## config.mk

```make
export PLATFORM = sky130hd
export DESIGN_NAME = restoring_divider_param
export DESIGN_NICKNAME = d
export VERILOG_FILES = /design/src/rtl/div_pkg.sv /design/src/rtl/div_restore_step.sv /design/src/rtl/restoring_divider_param.sv
export SDC_FILE = /design/constraint.sdc
export NUM_CORES = 1
export LEC_CHECK = 0
export CAP_MARGIN = 20
export CELL_PAD_IN_SITES_DETAIL_PLACEMENT = 0
export CELL_PAD_IN_SITES_GLOBAL_PLACEMENT = 1
export CORE_UTILIZATION = 46
export DETAILED_ROUTE_END_ITERATION = 7
export PLACE_DENSITY = 0.88
export SETUP_SLACK_MARGIN = 0.1
export SLEW_MARGIN = 20
export SYNTH_ARGS = -nofsm -noshare
export SYNTH_HDL_FRONTEND = slang
export SYNTH_HIERARCHICAL = 1
export SYNTH_SLANG_ARGS = --single-unit
```

## constraint.sdc

```tcl
create_clock -name Clock -period 9.5 [get_ports Clock]
set_input_delay 1.425 -clock Clock [delete_from_list [all_inputs] [get_ports Clock]]
set_output_delay 1.425 -clock Clock [all_outputs]
set_load 0.05 [all_outputs]
```

## src/rtl/div_pkg.sv

```systemverilog
// Shared types and helpers for the restoring divider.
// Magnitude helpers operate on 64-bit sign-extended values.
package div_pkg;

  localparam int MAXW = 64;

  typedef enum logic [1:0] {
    IDLE   = 2'd0,
    WORK   = 2'd1,
    FINISH = 2'd2
  } state_t;

  // Absolute value of a sign-extended operand in signed mode.
  function automatic logic [MAXW-1:0] abs_mag(
    input logic [MAXW-1:0] value,
    input logic            signed_mode
  );
    return (signed_mode && value[MAXW-1]) ? -value : value;
  endfunction

  // Two's-complement negate when neg is set; -0 stays 0.
  function automatic logic [MAXW-1:0] cond_negate(
    input logic [MAXW-1:0] value,
    input logic            neg
  );
    return neg ? -value : value;
  endfunction

endpackage

```

## src/rtl/div_restore_step.sv

```systemverilog
// One restoring-division iteration: shift in a dividend bit,
// trial-subtract the divisor, keep or restore.
module div_restore_step #(
  parameter int WIDTH = 16
) (
  input  logic [WIDTH:0]   pr,
  input  logic             dvd_bit,
  input  logic [WIDTH-1:0] divisor,
  output logic [WIDTH:0]   pr_next,
  output logic             q_bit
);

  logic [WIDTH+1:0] shifted;
  logic [WIDTH+1:0] diff;

  // Trial subtract; a clear sign bit means the divisor fits.
  always_comb begin
    shifted = {pr, dvd_bit};
    diff    = shifted - {2'b00, divisor};
    q_bit   = ~diff[WIDTH+1];
    pr_next = q_bit ? diff[WIDTH:0] : shifted[WIDTH:0];
  end

endmodule

```

## src/rtl/restoring_divider_param.sv

```systemverilog
// Multi-cycle restoring divider, signed/unsigned per operation.
// DIV_ZERO_FASTPATH_EN: zero divisor skips the iteration phase.
module restoring_divider_param
  import div_pkg::*;
#(
  parameter  int WIDTH = 16,
  localparam int CNT_W = $clog2(WIDTH + 1)
) (
  input  logic             Clock,
  input  logic             Reset,
  input  logic             Start,
  input  logic             Signed_Mode,
  input  logic [WIDTH-1:0] Dividend,
  input  logic [WIDTH-1:0] Divisor,
  output logic [WIDTH-1:0] Quotient,
  output logic [WIDTH-1:0] Remainder,
  output logic             Busy,
  output logic             Done,
  output logic             Overflow,
  output logic             Div_By_Zero
);

  localparam logic [WIDTH-1:0] MIN =
    {1'b1, {(WIDTH-1){1'b0}}};
  localparam logic [CNT_W-1:0] LAST =
    CNT_W'(WIDTH - 1);

  state_t           state;
  logic [CNT_W-1:0] cnt;
  logic [WIDTH:0]   pr;
  logic [WIDTH-1:0] dvd;
  logic [WIDTH-1:0] dvs;
  logic [WIDTH-1:0] mq;
  logic             sign_q;
  logic             sign_r;
  logic             ov_q;
  logic             dz_q;

  logic [WIDTH:0]          pr_nx;
  logic                    q_bit;
  logic signed [WIDTH-1:0] dvd_s;
  logic signed [WIDTH-1:0] dvs_s;
  logic signed [MAXW-1:0]  dvd_x;
  logic signed [MAXW-1:0]  dvs_x;
  logic [MAXW-1:0]         dvd_m;
  logic [MAXW-1:0]         dvs_m;
  logic [MAXW-1:0]         q_fin;
  logic [MAXW-1:0]         r_fin;
  logic                    dvs_zero;

  assign dvd_s    = Dividend;
  assign dvs_s    = Divisor;
  assign dvd_x    = dvd_s;
  assign dvs_x    = dvs_s;
  assign dvd_m    = abs_mag(dvd_x, Signed_Mode);
  assign dvs_m    = abs_mag(dvs_x, Signed_Mode);
  assign q_fin    = cond_negate(MAXW'(mq), sign_q);
  assign r_fin    = cond_negate(MAXW'(pr[WIDTH-1:0]), sign_r);
  assign dvs_zero = (Divisor == '0);

  generate
    if (WIDTH < MAXW) begin : g_unused
      logic unused;
      assign unused = ^{dvd_m[MAXW-1:WIDTH],
                        dvs_m[MAXW-1:WIDTH],
                        q_fin[MAXW-1:WIDTH],
                        r_fin[MAXW-1:WIDTH]};
    end
  endgenerate

  div_restore_step #(
    .WIDTH(WIDTH)
  ) u_step (
    .pr      (pr),
    .dvd_bit (dvd[WIDTH-1]),
    .divisor (dvs),
    .pr_next (pr_nx),
    .q_bit   (q_bit)
  );

  // Control FSM, iteration datapath and registered results.
  always_ff @(posedge Clock or posedge Reset) begin
    if (Reset) begin
      state       <= IDLE;
      cnt         <= '0;
      pr          <= '0;
      dvd         <= '0;
      dvs         <= '0;
      mq          <= '0;
      sign_q      <= 1'b0;
      sign_r      <= 1'b0;
      ov_q        <= 1'b0;
      dz_q        <= 1'b0;
      Quotient    <= '0;
      Remainder   <= '0;
      Busy        <= 1'b0;
      Done        <= 1'b0;
      Overflow    <= 1'b0;
      Div_By_Zero <= 1'b0;
    end else begin
      Done <= 1'b0;
      unique case (state)
        IDLE: begin
          if (Start) begin
            dvd         <= dvd_m[WIDTH-1:0];
            dvs         <= dvs_m[WIDTH-1:0];
            mq          <= '0;
            pr          <= '0;
            cnt         <= '0;
            sign_q      <= Signed_Mode &
                           (Dividend[WIDTH-1] ^ Divisor[WIDTH-1]);
            sign_r      <= Signed_Mode & Dividend[WIDTH-1];
            ov_q        <= Signed_Mode & (Dividend == MIN) &
                           (&Divisor);
            dz_q        <= dvs_zero;
            Overflow    <= 1'b0;
            Div_By_Zero <= 1'b0;
            Busy        <= 1'b1;
`ifdef DIV_ZERO_FASTPATH_EN
            if (dvs_zero) begin
              mq    <= '1;
              pr    <= {1'b0, dvd_m[WIDTH-1:0]};
              state <= FINISH;
            end else begin
              state <= WORK;
            end
`else
            state <= WORK;
`endif
          end
        end
        WORK: begin
          pr  <= pr_nx;
          mq  <= {mq[WIDTH-2:0], q_bit};
          dvd <= dvd << 1;
          cnt <= cnt + 1'b1;
          if (cnt == LAST) begin
            state <= FINISH;
          end
        end
        FINISH: begin
          Quotient    <= q_fin[WIDTH-1:0];
          Remainder   <= r_fin[WIDTH-1:0];
          Overflow    <= ov_q;
          Div_By_Zero <= dz_q;
          Done        <= 1'b1;
          Busy        <= 1'b0;
          state       <= IDLE;
        end
        default: state <= IDLE;
      endcase
    end
  end

endmodule
```

==> results of run 1 <==
## power by group through the flow
stage	sequential (mW)	clock (mW)	combinational, mW
floorplan	0.986	0	1.28
global placement	0.892	0	1.65
detailed placement	0.905	0	1.70
CTS	0.897	0.393	1.71
global route	0.930	0.412	1.89
finish	0.896	0.386	1.70
## routing by layer
| metal | vias to the layer above | GRT usage, % | part of all wire, % |
|---|---|---|---|
| met2 | 125 | 32.84 | 47 |
| met3 | 11 | 1.873 | 3.5 |
| met5 | - | 0 | 0 |
| met4 | 0 | 5.787 | 1.1 |
| li1 | 2571 | - | - |
| met1 | 2450 | 27.57 | 48 |
## per-stage QoR
stage	instance area, um2	worst slack [ns]	instances
final	7715	6.248	930
after floorplan	6621	5.116	694
after detailed placement	7407	6.246	915
after global placement	7380	6.167	914
after CTS	7711	6.253	930
after global routing	7715	6.129	930
## worst max-delay path by stage
stage	start	endpoint	slack (ns)	depth (start not counted)
2_1_floorplan	Reset	Busy	5.12	1
3_3_place_gp	Start	dvd[15]	6.17	4
3_5_place_dp	Divisor[0]	dvs[12]	6.25	8
4_1_cts	pr[12]	pr[4]	6.25	8
5_1_grt	pr[11]	pr[5]	6.13	8
6_report	pr[12]	pr[4]	6.25	8
## cells in the mapped netlist (6+ instances only)
cell      instances  area share (%)
a31oi_1           6            0.57
o21ai_0          89             6.7
o41ai_1           7            0.93
a22o_1           31             4.1
nor3_1            8            0.60
nand3_1          16             1.2
nand4_1           6            0.57
o31ai_1          12             1.4
a22oi_1          13             1.5
nand2b_1          6            0.57
clkbuf_1         19             1.1
a21oi_1          26             2.0
nand2_1          98             5.6
xnor2_1          22             2.9
ha_1             23             4.3
xor2_1           48             6.3
mux2_2            9             1.5
nor2_1           29             1.6
inv_1            31             1.8
dfrtp_1         112              42
## layout by cell type (no fill, tap or decap), types with 4 or more instances in the layout
cell / count
mux2_4: 5
xnor2_1: 22
nand4_1: 6
nand2_1: 98
nor3_1: 8
o31ai_1: 12
nor2_1: 29
a21oi_1: 26
a22o_1: 31
o41ai_1: 7
clkdlybuf4s50_1: 71
mux2_2: 9
xor2_1: 48
ha_1: 23
nand2b_1: 6
nor4_4: 4
o21ai_0: 89
a31oi_1: 6
dfrtp_1: 112
a22oi_1: 13
inv_1: 30
nand3_1: 16
clkbuf_16: 9
## state kept, by name, summed over array words and instances (netlist names), 2 cells and up
name       flops
pr            17
state          2
dvd           16
Remainder     16
Quotient      16
cnt            5
mq            16
dvs           16
## final cells by class
type | count | share of cell area (%)
clock inverter | 3 | 0.6163
clock buffer | 12 | 3.325
timing repair buffer | 75 | 9.909
inverter | 31 | 1.541
multi-input combinational | 517 | 45.36
tap | 180 | 2.919
sequential | 112 | 36.33
## worst max-delay path: stages (launching register included)
cell     delay (ns)
dfrtp_1        0.48
ha_1           0.47
nand4_1        0.22
or4_1          0.48
a31oi_2        0.22
nor3_4         0.07
xnor2_4        0.58
mux2_2         0.42
a22o_1         0.21
## cells by family (layout without fill, tap and decap cells)
family                   after synthesis  count (layout)
adder cells (fa/ha/maj)               24              24
buffers and inverters                 65             121
AND/OR/NAND/NOR                      197             197
multiplexers                          17              17
flip-flops                           112             112
XOR/XNOR                              71              71
AO/OA/AOI/OAI                        208             208
==> run_results.csv, run 1 <==
group,metric,value,unit
status,status,"finished clean",
logic_synthesis,syn_area_per_cell,9.541,um2
logic_synthesis,synth_xor_area_share,9.675,%
timing,holdWs,0.4790,ns
logic_synthesis,synth_edf_count,0,
logic_synthesis,synthSimpleGateAreaFrac,14.81,%
timing,finalHoldViolCount,0,
logic_synthesis,ys_seq_area_share,42.33,%
logic_synthesis,syn-num-nets,754,
cts,cts_buffer_depth,2,
final_layout,num_antenna_cells,0,
final_layout,final_nets,806,
logic_synthesis,synth_area,0.006621,mm2
final_layout,final_core_util,55.36,%
global_routing,track_usage,19.86,%
setup_path,r2r_setup_slack,6.25,ns
routing,drc_errors,0,
timing,fmax,307.5,MHz
global_routing,grt_max_degree,95,
timing,fin_setup_tns,0,ns
timing,slew_headroom,45.20,%
cts,insertion_delay,0.34,ns
job,drv_cap,0,
cts,cts_max_level,3,
setup_path,critPathLaunchType,"flip-flop",
logic_synthesis,yosysWarnings,6,
routing,viasPerCell,5.545,
floorplan,core.rowCount,43,
logic_synthesis,synth_compound_area_share,20.39,%
power,switchingPower,1.292,mW
setup_path,r2r_cells,8,
cts,post_cts_buffers,0,
timing,layout_worst_path_cycle_share,34.23,%
power,power_density,387.1,mW/mm2
routing,wl_per_cell,14.96,um
power,p_leak,3.283,nW
worst_hold_path,holdCritStartpoint,"Remainder[2]",
floorplan,initial_core_util,47.52,%
routing,ant_nets,0,
placed_design,hpwlAfterDp,10440,um
timing,drv_slew,0,
cts,clock-sinks,112,
cts,tritoncts,"built",
power,vdd_drop_max,0.0001539,V
setup_path,worst_setup_path_end_kind,"flip-flop",
logic_synthesis,yosysUniqueCellTypes,61,
logic_synthesis,synthArstFlopShare,100.0,%
setup_path,reg2reg_from,"pr[12]",
power,comb_power_share,57.1,%
logic_synthesis,synth_top_family_by_area,"compound AO/OA/AOI/OAI gates",
setup_path,cp_max_fo,19,
worst_hold_path,hold_path.class,"reg2reg",
logic_synthesis,ys.flop_type,"dfrtp_1",
worst_hold_path,whs_path_depth,2,
timing,tightest_slew,0.8220,ns
power,pwr-share-seq,30.0,%
setup_path,crit_arrival,3.48,ns
floorplan,dieArea,0.01488,mm2
timing,min_period,3.252,ns
routing,dr.pass1.iters,5,
timing,setup_viol,0,
cts,cts_buffers,9,
cts,cts-resized-gates,0,
placed_design,gp_congestion,0.8774,
logic_synthesis,syn_inst,694,
setup_path,rr_endpoint,"pr[4]",
floorplan,dieHeight,122.0,um
setup_path,crit_type,"reg2reg",
final_layout,drive_above_1_share,7.200,%
worst_hold_path,holdPathEnd,"Remainder[2]",
timing,rsz0062_at_grt,"no",
floorplan,core-area,0.01393,mm2
placed_design,portBuffers,71,
global_routing,grt_pass1_vias,4892,
final_layout,fill_cells,1289,
cts,clockRootBuffer,"clkbuf_16",
cts,path_clk_slew,0.07,ns
logic_synthesis,synth_mux_area_share,3.118,%
final_layout,multi_input_area,0.003500,mm2
global_routing,grt_first_pass_wirelength,23650,um
logic_synthesis,synth_fa_ha_area_share,4.649,%
power,clkPwrFrac,12.9,%
global_routing,antenna_found_initial,0,
power,p_int,1.695,mW
final_layout,area_delta_synth_final,16.52,%
routing,num_vias,5157,
timing,fin_skew,0.007183,ns
final_layout,ff_latch_area,0.002803,mm2
setup_path,cp.required,9.72,ns
global_routing,grt-ovfl-total,0,
floorplan,io-pin-count,72,
logic_synthesis,synth_seq_cells,112,
cts,cts_hold_buf,0,
routing,totalWireLength,13910,um
power,finalPower,2.987,mW
routing,drt_iter0_markers,233,
power,swShare,43.24,%
floorplan,die_w,122.0,um
Power figures use the tool's default switching activity.
==> run 2: changes to the inputs <==
--- a/config.mk
+++ b/config.mk
@@ -8,9 +8,9 @@
 export CAP_MARGIN = 20
 export CELL_PAD_IN_SITES_DETAIL_PLACEMENT = 0
 export CELL_PAD_IN_SITES_GLOBAL_PLACEMENT = 1
-export CORE_UTILIZATION = 46
+export CORE_UTILIZATION = 40
 export DETAILED_ROUTE_END_ITERATION = 7
-export PLACE_DENSITY = 0.88
+export PLACE_DENSITY = 0.82
 export SETUP_SLACK_MARGIN = 0.1
 export SLEW_MARGIN = 20
 export SYNTH_ARGS = -nofsm -noshare
==> constraint.sdc (replaced) <==
create_clock -name Clock -period 2.7 [get_ports Clock]
set_input_delay 0.405 -clock Clock [delete_from_list [all_inputs] [get_ports Clock]]
set_output_delay 0.405 -clock Clock [all_outputs]
set_load 0.05 [all_outputs]
==> run 2 against run 1 <==
  * Sequential power increased to 3.3 times the previous value
  * Clock power increased to 3.4 times the previous value
  * Final area increased by 11%
  * Power increased to 4.2 times the previous value
  * Clock skew decreased by 0.00071 ns
  * Sequential cell count unchanged
==> run_results.csv, run 2 (synthesized netlist as in run 1, its figures left out) <==
group,metric,value,unit
floorplan,io-pin-count,72,
timing,setup_viol,0,
routing,totalWireLength,16790,um
final_layout,final_core_util,53.50,%
final_layout,num_antenna_cells,0,
placed_design,gp_congestion,0.8850,
routing,viasPerCell,5.415,
setup_path,critPathLaunchType,"flip-flop",
global_routing,grt_first_pass_wirelength,27190,um
power,power_density,1473,mW/mm2
power,p_leak,3.665,nW
timing,postLayoutSetupSlackWorst,0.08338,ns
final_layout,fill_cells,1439,
timing,holdWs,0.4740,ns
global_routing,grt_max_degree,49,
setup_path,r2r_setup_slack,0.08,ns
power,vdd_drop_max,0.0006276,V
floorplan,initial_core_util,41.38,%
timing,finalHoldViolCount,0,
setup_path,crit_arrival,2.86,ns
timing,slew_headroom,41.11,%
power,pwr-share-seq,23.7,%
placed_design,dp_slack,-0.2037,ns
setup_path,critical_path.max_stage_delay,0.38,ns
setup_path,critPathSlowestCell,"dfrtp_1",
routing,drc_errors,0,
power,comb_power_share,66.0,%
placed_design,hpwlAfterDp,12280,um
setup_path,path_cells,"inv_1 -> ha_4 -> a21oi_1 -> o211ai_1 -> a311o_1 -> nor3_4 -> xnor2_4 -> clkbuf_16 -> mux2_4 -> a22o_1",
final_layout,largest_reg_flops,17,
routing,ant_nets,0,
floorplan,dieHeight,130.7,um
cts,insertion_delay,0.35,ns
timing,rsz0062_at_grt,"yes",
placed_design,portBuffers,71,
global_routing,grt-ovfl-total,0,
final_layout,layout_common_cells,"dfrtp_1 (112), nand2_1 (98), o21ai_0 (86), clkdlybuf4s50_1 (71), buf_4 (62)",
cts,clock-sinks,112,
setup_path,cp.required,2.94,ns
setup_path,cp_max_fo,7,
timing,fin_skew,0.006476,ns
job,drv_cap,0,
power,p_int,7.165,mW
power,switchingPower,5.444,mW
setup_path,crit_type,"reg2reg",
placed_design,placed_cell_area,0.007879,mm2
global_routing,grt_pass1_vias,5389,
routing,num_vias,5594,
global_routing,antenna_found_initial,0,
power,swShare,43.18,%
routing,wl_per_cell,16.25,um
power,finalPower,12.61,mW
final_layout,layout_commonest_cell,"dfrtp_1",
timing,layout_worst_path_cycle_share,96.91,%
worst_hold_path,hold_path.class,"reg2reg",
floorplan,core-area,0.01600,mm2
routing,dr.pass1.iters,5,
timing,drv_slew,0,
final_layout,largest_register,"pr",
final_layout,multi_input_area,0.003756,mm2
final_layout,drive_above_1_share,18.60,%
final_layout,final_cell_area,0.008561,mm2
final_layout,final_nets,872,
floorplan,die_w,130.7,um
status,status,"finished clean",
cts,path_clk_slew,0.07,ns
timing,fmax,382.2,MHz
cts,clockRootBuffer,"clkbuf_16",
timing,tightest_slew,0.8814,ns
power,clkPwrFrac,10.3,%
final_layout,ff_latch_area,0.002803,mm2
cts,cts_hold_buf,0,
cts,cts_buffers,9,
floorplan,core.rowCount,46,
final_layout,area_delta_synth_final,29.29,%
setup_path,worst_setup_path_end_kind,"flip-flop",
cts,tritoncts,"built",
cts,cts_buffer_depth,2,
routing,drt_iter0_markers,414,
cts,cts_max_level,3,
floorplan,dieArea,0.01707,mm2
timing,min_period,2.617,ns
global_routing,track_usage,20.45,%
==> run 2: cell types whose count changed in the layout (fill, tap and decap cells not counted), moves of 4 or more <==
cell / delta
a21oi_1: -5
a21oi_2: +4
buf_12: +5
buf_4: +60
ha_1: -11
ha_4: +11
inv_1: -6
inv_2: +6
mux2_2: -9
mux2_4: +9
==> run 2: final cells by class <==
type	count	share of cell area, %
multi-input combinational	517	43.88
sequential	112	32.74
clock buffer	9	2.631
timing repair buffer	141	15.46
inverter	31	1.403
tap	216	3.157
clock inverter	7	0.7308
==> run 2: critical path: cells and delay by family (launching register included) <==
family / cells / cell delay [ns]
muxes: 1 / 0.29
AOI/OAI and AO/OA: 4 / 0.85
DFF: 1 / 0.38
xor gates and xnor gates: 1 / 0.19
buffers and inverters: 2 / 0.30
adders and majority gates: 1 / 0.22
and+or+nand+nor: 1 / 0.27
==> run 2: worst paths after layout <==
kind | cells past startpoint | endpoint | start
hold / removal | 2 | Overflow | ov_q
min in group asynchronous | 2 | Quotient[13] | Reset
max in group asynchronous | 3 | Quotient[9] | Reset
hold reg to reg | 2 | Overflow | ov_q
setup reg to reg | 10 | pr[15] | dvs[10]
setup / recovery | 10 | pr[15] | dvs[10]
==> run 2: power by group through the flow <==
stage                     clock [mW]  combinational, mW  sequential, mW
after global routing            1.40               8.92            3.09
after floorplan                    0               4.59            3.48
final                           1.30               8.32            2.99
after CTS                       1.34               8.07            2.99
after detailed placement           0               7.11            3.00
after global placement             0               6.97            2.95
==> run 2: per-stage QoR <==
step / TNS [ns] / instances
detailed placement: -2.513 / 998
CTS: 0 / 1028
finish: 0 / 1033
global route: 0 / 1033
floorplan: -0.1444 / 694
global placement: -1.515 / 998
==> run 2: timing repair <==
item,CTS,global route
gates resized for setup,35,11
setup endpoints to repair,18,17
setup buffers,13,5
gates cloned,1,0
pin swaps,18,9
==> run 2: routing by layer <==
layer  up-vias  share of wire [%]  GRT usage [%]
met4         0                1.3          6.153
li1       2710                  -              -
met2       163                 47          32.68
met5         -                  0              0
met3        19                4.2          2.769
met1      2702                 48          28.84
==> run 3: changes to the inputs <==
--- a/config.mk
+++ b/config.mk
@@ -10,6 +10,7 @@
 export CELL_PAD_IN_SITES_GLOBAL_PLACEMENT = 1
 export CORE_UTILIZATION = 40
 export DETAILED_ROUTE_END_ITERATION = 7
+export MAX_ROUTING_LAYER = met4
 export PLACE_DENSITY = 0.82
 export SETUP_SLACK_MARGIN = 0.1
 export SLEW_MARGIN = 20
==> run 3 against run 2 <==
  * Utilization decreased by 0.79 points
  * Clock skew decreased by 0.0011 ns
  * Sequential cell count unchanged
  * Global-route usage is 0.063 points higher
  * Largest cell class unchanged
  * Sequential share of layout area is 0.49 points higher
  * Critical path depth is 2 higher
  * Critical path type unchanged
  * Highest routed layer unchanged
  * Via count decreased by 2.7%
==> run_results.csv, run 3 (synthesized netlist as in run 1, its figures left out) <==
group,metric,value,unit
status,status,"finished clean",
floorplan,core-area,0.01600,mm2
timing,drv_slew,0,
timing,tightest_slew,0.5953,ns
global_routing,top_usage_layer,"met2",
routing,dr.pass1.iters,5,
power,switchingPower,5.291,mW
worst_hold_path,hold_path.class,"reg2reg",
floorplan,die_w,130.7,um
timing,rsz0062_at_grt,"yes",
final_layout,final_core_util,52.71,%
final_layout,layout_common_cells,"dfrtp_1 (112), nand2_1 (97), o21ai_0 (86), clkdlybuf4s50_1 (71), buf_4 (50)",
final_layout,area_delta_synth_final,27.38,%
routing,num_vias,5442,
global_routing,grt_max_degree,113,
floorplan,initial_core_util,41.38,%
cts,cts_max_level,3,
final_layout,drive_above_1_share,16.89,%
timing,layout_worst_path_cycle_share,97.38,%
setup_path,critPathLaunch,"dvs[8]",
final_layout,instances_no_fill,1021,
power,comb_power_share,65.4,%
placed_design,portBuffers,71,
cts,cts_hold_buf,0,
placed_design,dp_slack,-0.1775,ns
cts,clockRootBuffer,"clkbuf_16",
global_routing,grt_use_met1,27.85,%
setup_path,critPathSlowestCell,"dfrtp_1",
routing,ant_nets,0,
setup_path,critical_path.max_stage_delay,0.39,ns
global_routing,gr-usage-met3,3.624,%
placed_design,gp_congestion,0.8849,
setup_path,worst_setup_path_end_kind,"flip-flop",
timing,postLayoutSetupSlackWorst,0.07063,ns
power,swShare,42.62,%
setup_path,crit_arrival,2.87,ns
worst_hold_path,whs_path_depth,2,
cts,insertion_delay,0.35,ns
floorplan,dieHeight,130.7,um
final_layout,largest_reg_flops,17,
global_routing,track_usage,20.51,%
cts,path_clk_slew,0.08,ns
setup_path,r2r_cells,12,
global_routing,antenna_found_initial,1,
global_routing,grt-ovfl-total,0,
placed_design,hpwlAfterDp,11790,um
power,power_density,1472,mW/mm2
routing,totalWireLength,16210,um
cts,cts_buffers,9,
final_layout,largest_register,"pr",
timing,finalHoldViolCount,0,
setup_path,path_cells,"inv_2 -> ha_4 -> buf_4 -> a21oi_1 -> o21ai_1 -> nor3b_1 -> buf_4 -> nor3_4 -> xnor2_4 -> clkbuf_16 -> mux2_4 -> a22o_1",
floorplan,core.rowCount,46,
setup_path,crit_type,"reg2reg",
timing,fin_skew,0.005392,ns
cts,tritoncts,"built",
timing,fin_setup_tns,0,ns
power,finalPower,12.42,mW
cts,clock-sinks,112,
power,clkPwrFrac,10.6,%
final_layout,fill_cells,1456,
placed_design,placed_cells,996,
final_layout,num_antenna_cells,0,
setup_path,cp_max_fo,8,
timing,setup_viol,0,
setup_path,cp.required,2.94,ns
worst_hold_path,holdCritStartpoint,"Quotient[4]",
routing,drc_errors,0,
floorplan,dieArea,0.01707,mm2
setup_path,critPathLaunchType,"flip-flop",
cts,cts_buffer_depth,2,
floorplan,io-pin-count,72,
power,p_leak,3.600,nW
final_layout,layout_commonest_cell,"dfrtp_1",
job,drv_cap,0,
global_routing,grt_pass1_vias,5157,
power,pwr-share-seq,24.0,%
routing,viasPerCell,5.330,
timing,min_period,2.629,ns
power,vdd_drop_max,0.0005499,V
global_routing,grt_first_pass_wirelength,26090,um
routing,wl_per_cell,15.87,um
timing,fmax,380.3,MHz
timing,slew_headroom,60.31,%
final_layout,final_nets,860,
setup_path,reg2reg_from,"dvs[8]",
power,p_int,7.125,mW
global_routing,use_met2,31.43,%
setup_path,crit_top_cell,"buf_4",
routing,drt_iter0_markers,304,
-- run 3: cell types whose count changed in the layout (fill, tap and decap cells not counted), sizes merged --
cell	change
buf	-12
clkbuf	+2
clkinv	+2
clkinvlp	-1
inv	-3
-- run 3: metrics by stage --
| step | hold slack (ns) | cell area [um2] |
|---|---|---|
| after floorplan | 0.4383 | 6671 |
| after global placement | 0.4552 | 7839 |
| after detailed placement | 0.4703 | 7839 |
| after CTS | 0.4874 | 8363 |
| after global routing | 0.5114 | 8434 |
| final | 0.4830 | 8434 |
-- run 3: power by group through the flow --
stage,Sequential (mW),Clock [mW],Combinational (mW)
after floorplan,3.48,0,4.59
after global placement,2.94,0,6.95
after detailed placement,2.98,0,7.09
after CTS,2.97,1.35,7.82
after global routing,3.07,1.41,8.80
final,2.98,1.31,8.13
-- run 3: final cells by class --
cell class,instances,area (um2),area share (%)
repair buffers,129,1216,14.42
clock buffers,11,242.7,2.878
multi-input cells,517,3730,44.22
inverters,31,120.1,1.424
flip-flops and latches,112,2803,33.23
clock inverters,5,52.55,0.6231
well taps,216,270.3,3.204
-- run 3: timing repair --
item	4_1_cts	5_1_grt
pin swaps	19	5
gates resized for setup	30	15
gates cloned	1	0
setup endpoints to repair	18	17
setup buffers	5	3
-- run 3: path summary, 6_finish.rpt --
path,end,slack (ns)
setup / recovery,pr[11],0.07
hold / removal,Quotient[4],0.48
setup reg to reg,pr[11],0.07
hold reg to reg,Quotient[4],0.48
max in group asynchronous,dvs[8],1.67
min in group asynchronous,Remainder[1],0.57
-- run 3: per-layer routing --
layer  share of wire [%]  vias to the layer above  wire length, um
met5                   0                        -                0
met4                 1.4                        0              221
met3                 4.8                       18              784
met2                  45                      144             7282
met1                  49                     2595             7917
li1                    -                     2685                -
-- run 3: critical path: cells and delay by family (launching register included) --
family	cells	cell delay (ns)
buf+inv	4	0.58
fa+ha+maj	1	0.20
simple gates	2	0.40
xor+xnor	1	0.18
mux	1	0.30
flops	1	0.39
compound gates	3	0.45
